$ cat config.mk
export PLATFORM = sky130hd
export DESIGN_NAME = fifo_uart_tx
export DESIGN_NICKNAME = d
export VERILOG_FILES = /design/src/rtl/fifo_uart_tx.sv
export SDC_FILE = /design/constraint.sdc
export NUM_CORES = 1
export LEC_CHECK = 0
export CORE_MARGIN = 5
export CORE_UTILIZATION = 50
export DETAILED_ROUTE_END_ITERATION = 10
export HOLD_SLACK_MARGIN = 0.15
export PLACE_DENSITY_LB_ADDON = 0.1
export SETUP_SLACK_MARGIN = 0.4
export SLEW_MARGIN = 20
export SYNTH_ARGS = -nofsm -noshare
export SYNTH_HDL_FRONTEND = slang
export SYNTH_SLANG_ARGS = --single-unit
$ cat constraint.sdc
create_clock -name clk -period 2 [get_ports clk]
set_input_delay 0.3 -clock clk [delete_from_list [all_inputs] [get_ports clk]]
set_output_delay 0.3 -clock clk [all_outputs]
set_load 0.05 [all_outputs]
$ cat src/rtl/fifo_uart_tx.sv
// fifo_uart_tx: drains a show-ahead byte FIFO onto an 8N1 UART line.
// One byte is latched per frame, so the FIFO may refill while the
// frame is on the wire. Baud rate is set by CLKS_PER_BIT.
module fifo_uart_tx #(
    parameter int CLKS_PER_BIT = 16,
    parameter int DATA_WIDTH   = 8
) (
    input  logic                  clk,
    input  logic                  rst,
    input  logic                  enable,
    input  logic                  fifo_empty,
    input  logic [DATA_WIDTH-1:0] fifo_data,
    output logic                  fifo_pop,
    output logic                  tx,
    output logic                  busy,
    output logic                  byte_done
);

    localparam int BW = (CLKS_PER_BIT > 1) ? $clog2(CLKS_PER_BIT) : 1;
    localparam int CW = $clog2(DATA_WIDTH);
    localparam logic [BW-1:0] BAUD_LAST = BW'(CLKS_PER_BIT - 1);
    localparam logic [CW-1:0] BIT_LAST  = CW'(DATA_WIDTH - 1);

    typedef enum logic [1:0] {IDLE, START, DATA, STOP} state_t;

    state_t                state_q, state_d;
    logic [BW-1:0]         baud_q, baud_d;
    logic [CW-1:0]         bit_q, bit_d;
    logic [DATA_WIDTH-1:0] shreg_q, shreg_d;
    logic                  tx_q, tx_d;
    logic                  done_q, done_d;
    logic                  wrap;

    assign wrap = (baud_q == BAUD_LAST);

    // Pop only from IDLE; reset gates it so nothing is consumed while held.
    assign fifo_pop  = (state_q == IDLE) & enable & ~fifo_empty & ~rst;
    assign busy      = (state_q != IDLE);
    assign tx        = tx_q;
    assign byte_done = done_q;

    // Next-state: frame sequencing, baud/bit counting, line level.
    always_comb begin
        state_d = state_q;
        baud_d  = wrap ? '0 : baud_q + 1'b1;
        bit_d   = bit_q;
        shreg_d = shreg_q;
        tx_d    = tx_q;
        case (state_q)
            IDLE: begin
                baud_d = '0;
                tx_d   = 1'b1;
                if (fifo_pop) begin
                    shreg_d = fifo_data;
                    tx_d    = 1'b0;
                    state_d = START;
                end
            end
            START: begin
                if (wrap) begin
                    tx_d    = shreg_q[0];
                    bit_d   = '0;
                    state_d = DATA;
                end
            end
            DATA: begin
                if (wrap) begin
                    shreg_d = shreg_q >> 1;
                    bit_d   = bit_q + 1'b1;
                    if (bit_q == BIT_LAST) begin
                        tx_d    = 1'b1;
                        state_d = STOP;
                    end else begin
                        // Next bit on the wire is the one about to become LSB.
                        tx_d = shreg_q[1];
                    end
                end
            end
            STOP: begin
                tx_d = 1'b1;
                if (wrap) state_d = IDLE;
            end
            default: state_d = IDLE;
        endcase
        // Registered so the pulse lines up with the final stop-bit clock.
        done_d = (state_d == STOP) && (baud_d == BAUD_LAST);
    end

    // State and datapath registers; reset aborts any frame and idles the line.
    always_ff @(posedge clk or posedge rst) begin
        if (rst) begin
            state_q <= IDLE;
            baud_q  <= '0;
            bit_q   <= '0;
            shreg_q <= '0;
            tx_q    <= 1'b1;
            done_q  <= 1'b0;
        end else begin
            state_q <= state_d;
            baud_q  <= baud_d;
            bit_q   <= bit_d;
            shreg_q <= shreg_d;
            tx_q    <= tx_d;
            done_q  <= done_d;
        end
    end

endmodule

==> summary.txt <==
Power Total - 1570 µW
area overhead of the layout relative to synthesis - 30.8%
power density normalized to cell area - 1160 nW/µm²
synth warn - 0
buffer levels on the longest clock path - 2
effective utilization at floorplan - 52.9%
data arrival time at the worst-slack endpoint - 1.61 ns
result of the run - finished, final reports clean
number of flops mapped to enable cells by yosys - 0
minimum clock period after layout - 1.91 ns
count of nets left with antenna violations after detail routing - 0
Setup Viol. Count Final - 0
portion of the post-synthesis area used by sequential elements - 46.0%
total instance count after detailed placement - 145
maximum number of pins on one net before global-route repair - 20
share of flip-flops with an asynchronous set or reset - 100%
Mean Syn Cell Area - 10.1 µm²
top cell family by delay on the critical path - simple AND/OR/NAND/NOR gates
number of placed I/O pins - 16
fraction of the cycle the final worst path needs - 95.7%
count of non-filler cells in the finished layout - 155
GR Overflow Total - 0
worst-margin pin slew - 0.494 ns
post-synthesis cell count - 103
Crit path largest cell delay - 0.52 ns
leading cell types by count after synthesis - dfrtp_1 (18), nor3_1 (16), inv_1 (10)
Ant. Diodes - 0
vias in the first global route - 874
Clock Latency Late Sink - 0.30 ns
post-synthesis net count - 118
initial antenna violation count - 0
#FFs+latches synth - 19
FMAX - 0.523 GHz
die width - 55.5 µm
Setup TNS - 0 ns
Final Hold Viols - 0
leakage dissipation - 0.000590 µW
H-Tree Depth - 1
flop2flop setup slack - 0.30 ns
Final Routed Wirelength - 2350 µm
fill cell count - 165
final routed wire length divided by cell count - 15.1 µm
number of distinct library cells after synthesis - 33
Slew HR - 67.2%
iteration count of the initial detailed-routing pass - 6
unrepaired setup endpoints after global routing - yes
die height - 55.5 µm
first-pass GRT wire length - 4000 µm
tightest hold margin - 0.451 ns
master cell of the clock root buffer - clkbuf_4
Final HPWL DP - 1610 µm
total die area - 3090 µm²
Final Max Tran Viols - 0
Worst setup SP type - flip-flop
critical path buffer and inverter count - 2
Area contributors post-synth - dfrtp_1 (43%), a311oi_2 (10%), nor3_1 (7.7%)
most frequent cell after synthesis - dfrtp_1
number of buffers added by the clock tree synthesis step - 3
number of buffer cells added on primary ports - 15
cell chain of the critical path - or4b_4 > nand2b_4 > clkinvlp_4 > buf_8
maximum fanout count along the critical path - 2
gr usage total - 15.8%
share of layout cells above drive strength 1 - 30.5%
core region area - 1960 µm²
leading register cell type out of synthesis - dfrtp_1
proportion of netlist area held by the largest area contributor - 43.4%
DRC Markers - 0
cell at the slowest stage of the critical path - or4b_4
row cnt - 16
final instance area - 1360 µm²
Avg Vias per Cell - 5.52
sequential cell area - 477 µm²
post-synth design cell area - 1040 µm²
Setup crit end kind - output port
CTS tree - done
clock transition at the register clock pins on the worst setup and hold paths after CTS - 0.12 ns
count of vias placed by the detailed router - 856
Peak supply drop - 810 µV
Tightest Hold Check Type - input pin to async pin
Setup Crit Path Kind - flip-flop to output port
Yosys top cell by area - dfrtp_1
number of max-capacitance violations reported - 0
detailed router's first-iteration violation count - 6
multi-input gate area in the final layout - 492 µm²
number of nets at the end of the flow - 144
required time at the worst-slack endpoint - 1.70 ns
GPL Wtd Cong - 0.773
worst clock skew - 0.0107 ns
dpl cell area - 1240 µm²
number of sinks on the clock net - 19
## area by class of cell
class | count | share of cell area, %
Multi-Input combinational cell | 65 | 36.3
Tap cell | 27 | 2.49
Inverter | 10 | 3.32
Clock buffer | 3 | 1.66
Sequential cell | 19 | 35.1
Clock inverter | 1 | 0.369
Timing Repair Buffer | 30 | 20.8
## per-layer routing
layer  track usage (%)  vias to the layer above  routed length, µm
met1              20.8                      422               1090
met5                 0                        -                  0
li1                  -                      417                  -
met3              3.26                        2                 91
met2              26.7                       15               1150
met4              3.13                        0                 11
## stage by stage
stage / setup slack [ns] / util (%)
after detailed placement: 0.0267 / 63.4
after floorplan: 0.206 / -
after global routing: 0.0382 / 69.1
after global placement: 0.0674 / 63.4
final: 0.0869 / 69.1
after CTS: 0.0834 / 67.2
## logic make-up after synthesis
logic type | Yosys count | share of synthesized area, %
AND/OR/NAND/NOR | 38 | 19.8
AO/OA/AOI/OAI | 22 | 20.7
buffers and inverters | 19 | 8.20
flip-flops | 19 | 46.0
adder cells (fa/ha/maj) | 3 | 3.62
XOR/XNOR | 2 | 1.69
## flip-flops by register name, summed over array words and instances, names as in the netlist
signal,flops
byte_done,1
bit_q,3
baud_q,4
state_q,2
tx,1
shreg_q,8
## worst register-to-register path: cells and delay by family (launching register included)
family	cells	cell delay, ns
AND/OR/NAND/NOR	2	0.69
flip-flops	1	0.40
buffers and inverters	2	0.28
AO/OA/AOI/OAI	1	0.22
## repair_timing
item	4_1_cts	5_1_grt
endpoints found under the setup margin	12	10
setup buffers	3	3
hold buffers	0	0
resized for setup	14	4
pin swaps	2	6
## final timing paths
| kind | start | endpoint | cells past startpoint |
|---|---|---|---|
| worst min-delay path | rst | bit_q[1] | 3 |
| max in group asynchronous | rst | tx | 3 |
| worst max register to register | state_q[1] | shreg_q[7] | 5 |
| worst min register to register | shreg_q[7] | shreg_q[7] | 1 |
| min in group clk | shreg_q[7] | shreg_q[7] | 1 |
| worst max-delay path | state_q[1] | fifo_pop | 4 |
## cells in the final DEF, fill, tap and decap left out, types with 2 or more instances in the layout
cell,instances
clkinvlp_4,2
buf_8,2
nand2_1,5
a311oi_2,7
dlygate4sd2_1,3
xnor2_1,2
nor3_1,16
nor2_1,4
inv_1,8
clkdlybuf4s50_1,9
dfrtp_1,18
ha_1,2
clkbuf_4,3
nand4_1,2
o21ai_0,4
buf_4,12
buf_6,3
a22o_1,3
## power breakdown
part           switching, µW  total (µW)  internal [µW]
Clock                    124         198           74.4
Sequential               115         651            536
Combinational            353         723            370
Power figures use the tool's default switching activity.
==> RTL change: new RTL, config.mk and constraints unchanged <==
Re-encode `state_t` (4 states) as Gray code, 2 bits wide.
--- a/src/rtl/fifo_uart_tx.sv
+++ b/src/rtl/fifo_uart_tx.sv
@@ -21,7 +21,7 @@
     localparam logic [BW-1:0] BAUD_LAST = BW'(CLKS_PER_BIT - 1);
     localparam logic [CW-1:0] BIT_LAST  = CW'(DATA_WIDTH - 1);
 
-    typedef enum logic [1:0] {IDLE, START, DATA, STOP} state_t;
+    typedef enum logic [1:0] {IDLE = 2'b00, START = 2'b01, DATA = 2'b11, STOP = 2'b10} state_t;
 
     state_t                state_q, state_d;
     logic [BW-1:0]         baud_q, baud_d;
Behaviour: no difference found for any inputs over 10 cycles, from zero or initial values and one cycle with rst high; not proved beyond that.
==> RTL change against the unedited design <==
Area after synthesis down 5.5%; routed wire length down 9.1%; sequential cell count unchanged; worst setup slack better by 17 ps; final area down 4.2%; utilization down 1.5 points.
Power is not compared: it rests on default switching activity, and its combinational part moved more than twofold at a synthesized area within 25%.
==> RTL change: results (changes against the unedited design) <==
* Placed Area at 1204 um2 (-3.2%)
* Worst Setup SP: state_q[0]
* GRT Resource Usage Total at 17.46% (+1.7 points)
* Status: finished, final reports clean
* Via count at 794 (-7.2%)
* Synth cell types at 27 (-18%)
* Data buffer area share at 20.98% (+0.23 points)
* Nets at 137 (-4.9%)
* Clk_skew at 7.471 ps (-3.249 ps)
* Worst reg-to-reg path cell count at 6 (+1)
* Worst reg2reg endpoint: shreg_q[0]
* I/O Buffers at 15 (unchanged)
* DRT iter0 DRCs at 13 (+7)
* Maximum clock insertion buffer count at 2 (unchanged)
* Commonest cells post-synth: 18 x dfrtp_1, 15 x nor3_1, 10 x inv_1
* First drt pass iteration count at 4 (-2)
* CTS H-tree lvls at 1 (unchanged)
* R2R Setup Slk at 230 ps (-70 ps)
* Largest net degree at the start of global routing at 20 (unchanged)
* Fin crit period at 1897 ps (-16.53 ps)
* Worst Hold Class: in2async
* Complex-gate fraction of the synthesized area at 17.88% (-2.9 points)
* Bufs w/o clock at 28 (-6.7%)
* Comb_multi_in at 59 (-9.2%)
* Leakage power at 0.5891 nW
* Register area share after synthesis at 48.66% (+2.7 points)
* Routability cong. at 0.7576 (-2.0%)
* Synth Flop Type: dfrtp_1
* Share of layout cells above drive strength 1 at 28.93% (-1.5 points)
* Switching fraction of total power at 21.60%
* Logic inverters at 11 (+1)
* Final-layout clock-cell area share at 2.021% (-0.0084 points)
* Max transition margin at 67.83% (+0.65 points)
* Met2 Track Usage GR at 28.09% (+1.4 points)
* Dominant cells by area after synthesis: dfrtp_1 46%, a311oi_2 11%, nor3_1 7.7%
* Mapped Nets at 110 (-6.8%)
* XOR/XNOR Fraction of Synth Area at 0.8940% (-0.79 points)
* Met3 Resource Use GR at 3.270% (+0.0064 points)
* Yosys warns at 0 (unchanged)
* GRT met1 Usage at 22.36% (+1.6 points)
* Cell area after synthesis at 979.7 um2 (-5.5%)
* Final wirelength at 2133 um (-9.1%)
* Place WS at 59.13 ps (+32.45 ps)
* Vias in the first global route at 797 (-8.8%)
* FILL cells at 169 (+2.4%)
* Hold WS at 419.1 ps (-31.98 ps)
* Synthesized area per cell at 10.31 um2 (+2.4%)
* Clkbuf count at 4 (+1)
* Crit path largest cell delay at 520 ps (about the same)
* First-pass GRT wire length at 3601 um (-10%)
* Hpwl dp at 1539 um (-4.3%)
* Seq area share at 36.77% (+1.6 points)
* Multi-input combinational area share at 33.88% (-2.4 points)
* Post-route design area at 1300 um2 (-4.2%)
* Root Buffer: clkbuf_4
* Sequential cells at 19 (unchanged)
* Post-Synth Adder-Cell Area at 3.831% (+0.21 points)
* Top flop regs: shreg_q x8, baud_q x4, bit_q x3
* Per-cell routed wire length at 14.41 um (-4.8%)
RTL change: timing repair:
action / 4_1_cts / 5_1_grt
pin swaps: 7 / 3
buffers inserted: 4 / 2
resized for setup: 12 / 3
setup endpoints to repair: 13 / 12
hold buffers: 0 / 0
RTL change: power groups by stage:
stage	clock network (mW)	logic [mW]	registers (mW)
after floorplan	0	0.0150	0.399
after global placement	0	0.0446	0.398
after detailed placement	0	0.0456	0.397
after CTS	0.194	0.0450	0.390
after global routing	0.216	0.0486	0.391
final	0.192	0.0438	0.390
RTL change: metal layers:
metal,wire length [um],up-vias
li1,-,393
met1,960,383
met2,1059,13
met3,67,5
met4,45,0
met5,0,-
RTL change: critical path, delay by kind of cell, from the launching register on:
kind | cells | cell delay [ps]
DFF | 1 | 410
buffers and inverters | 2 | 180
and+or+nand+nor | 2 | 710
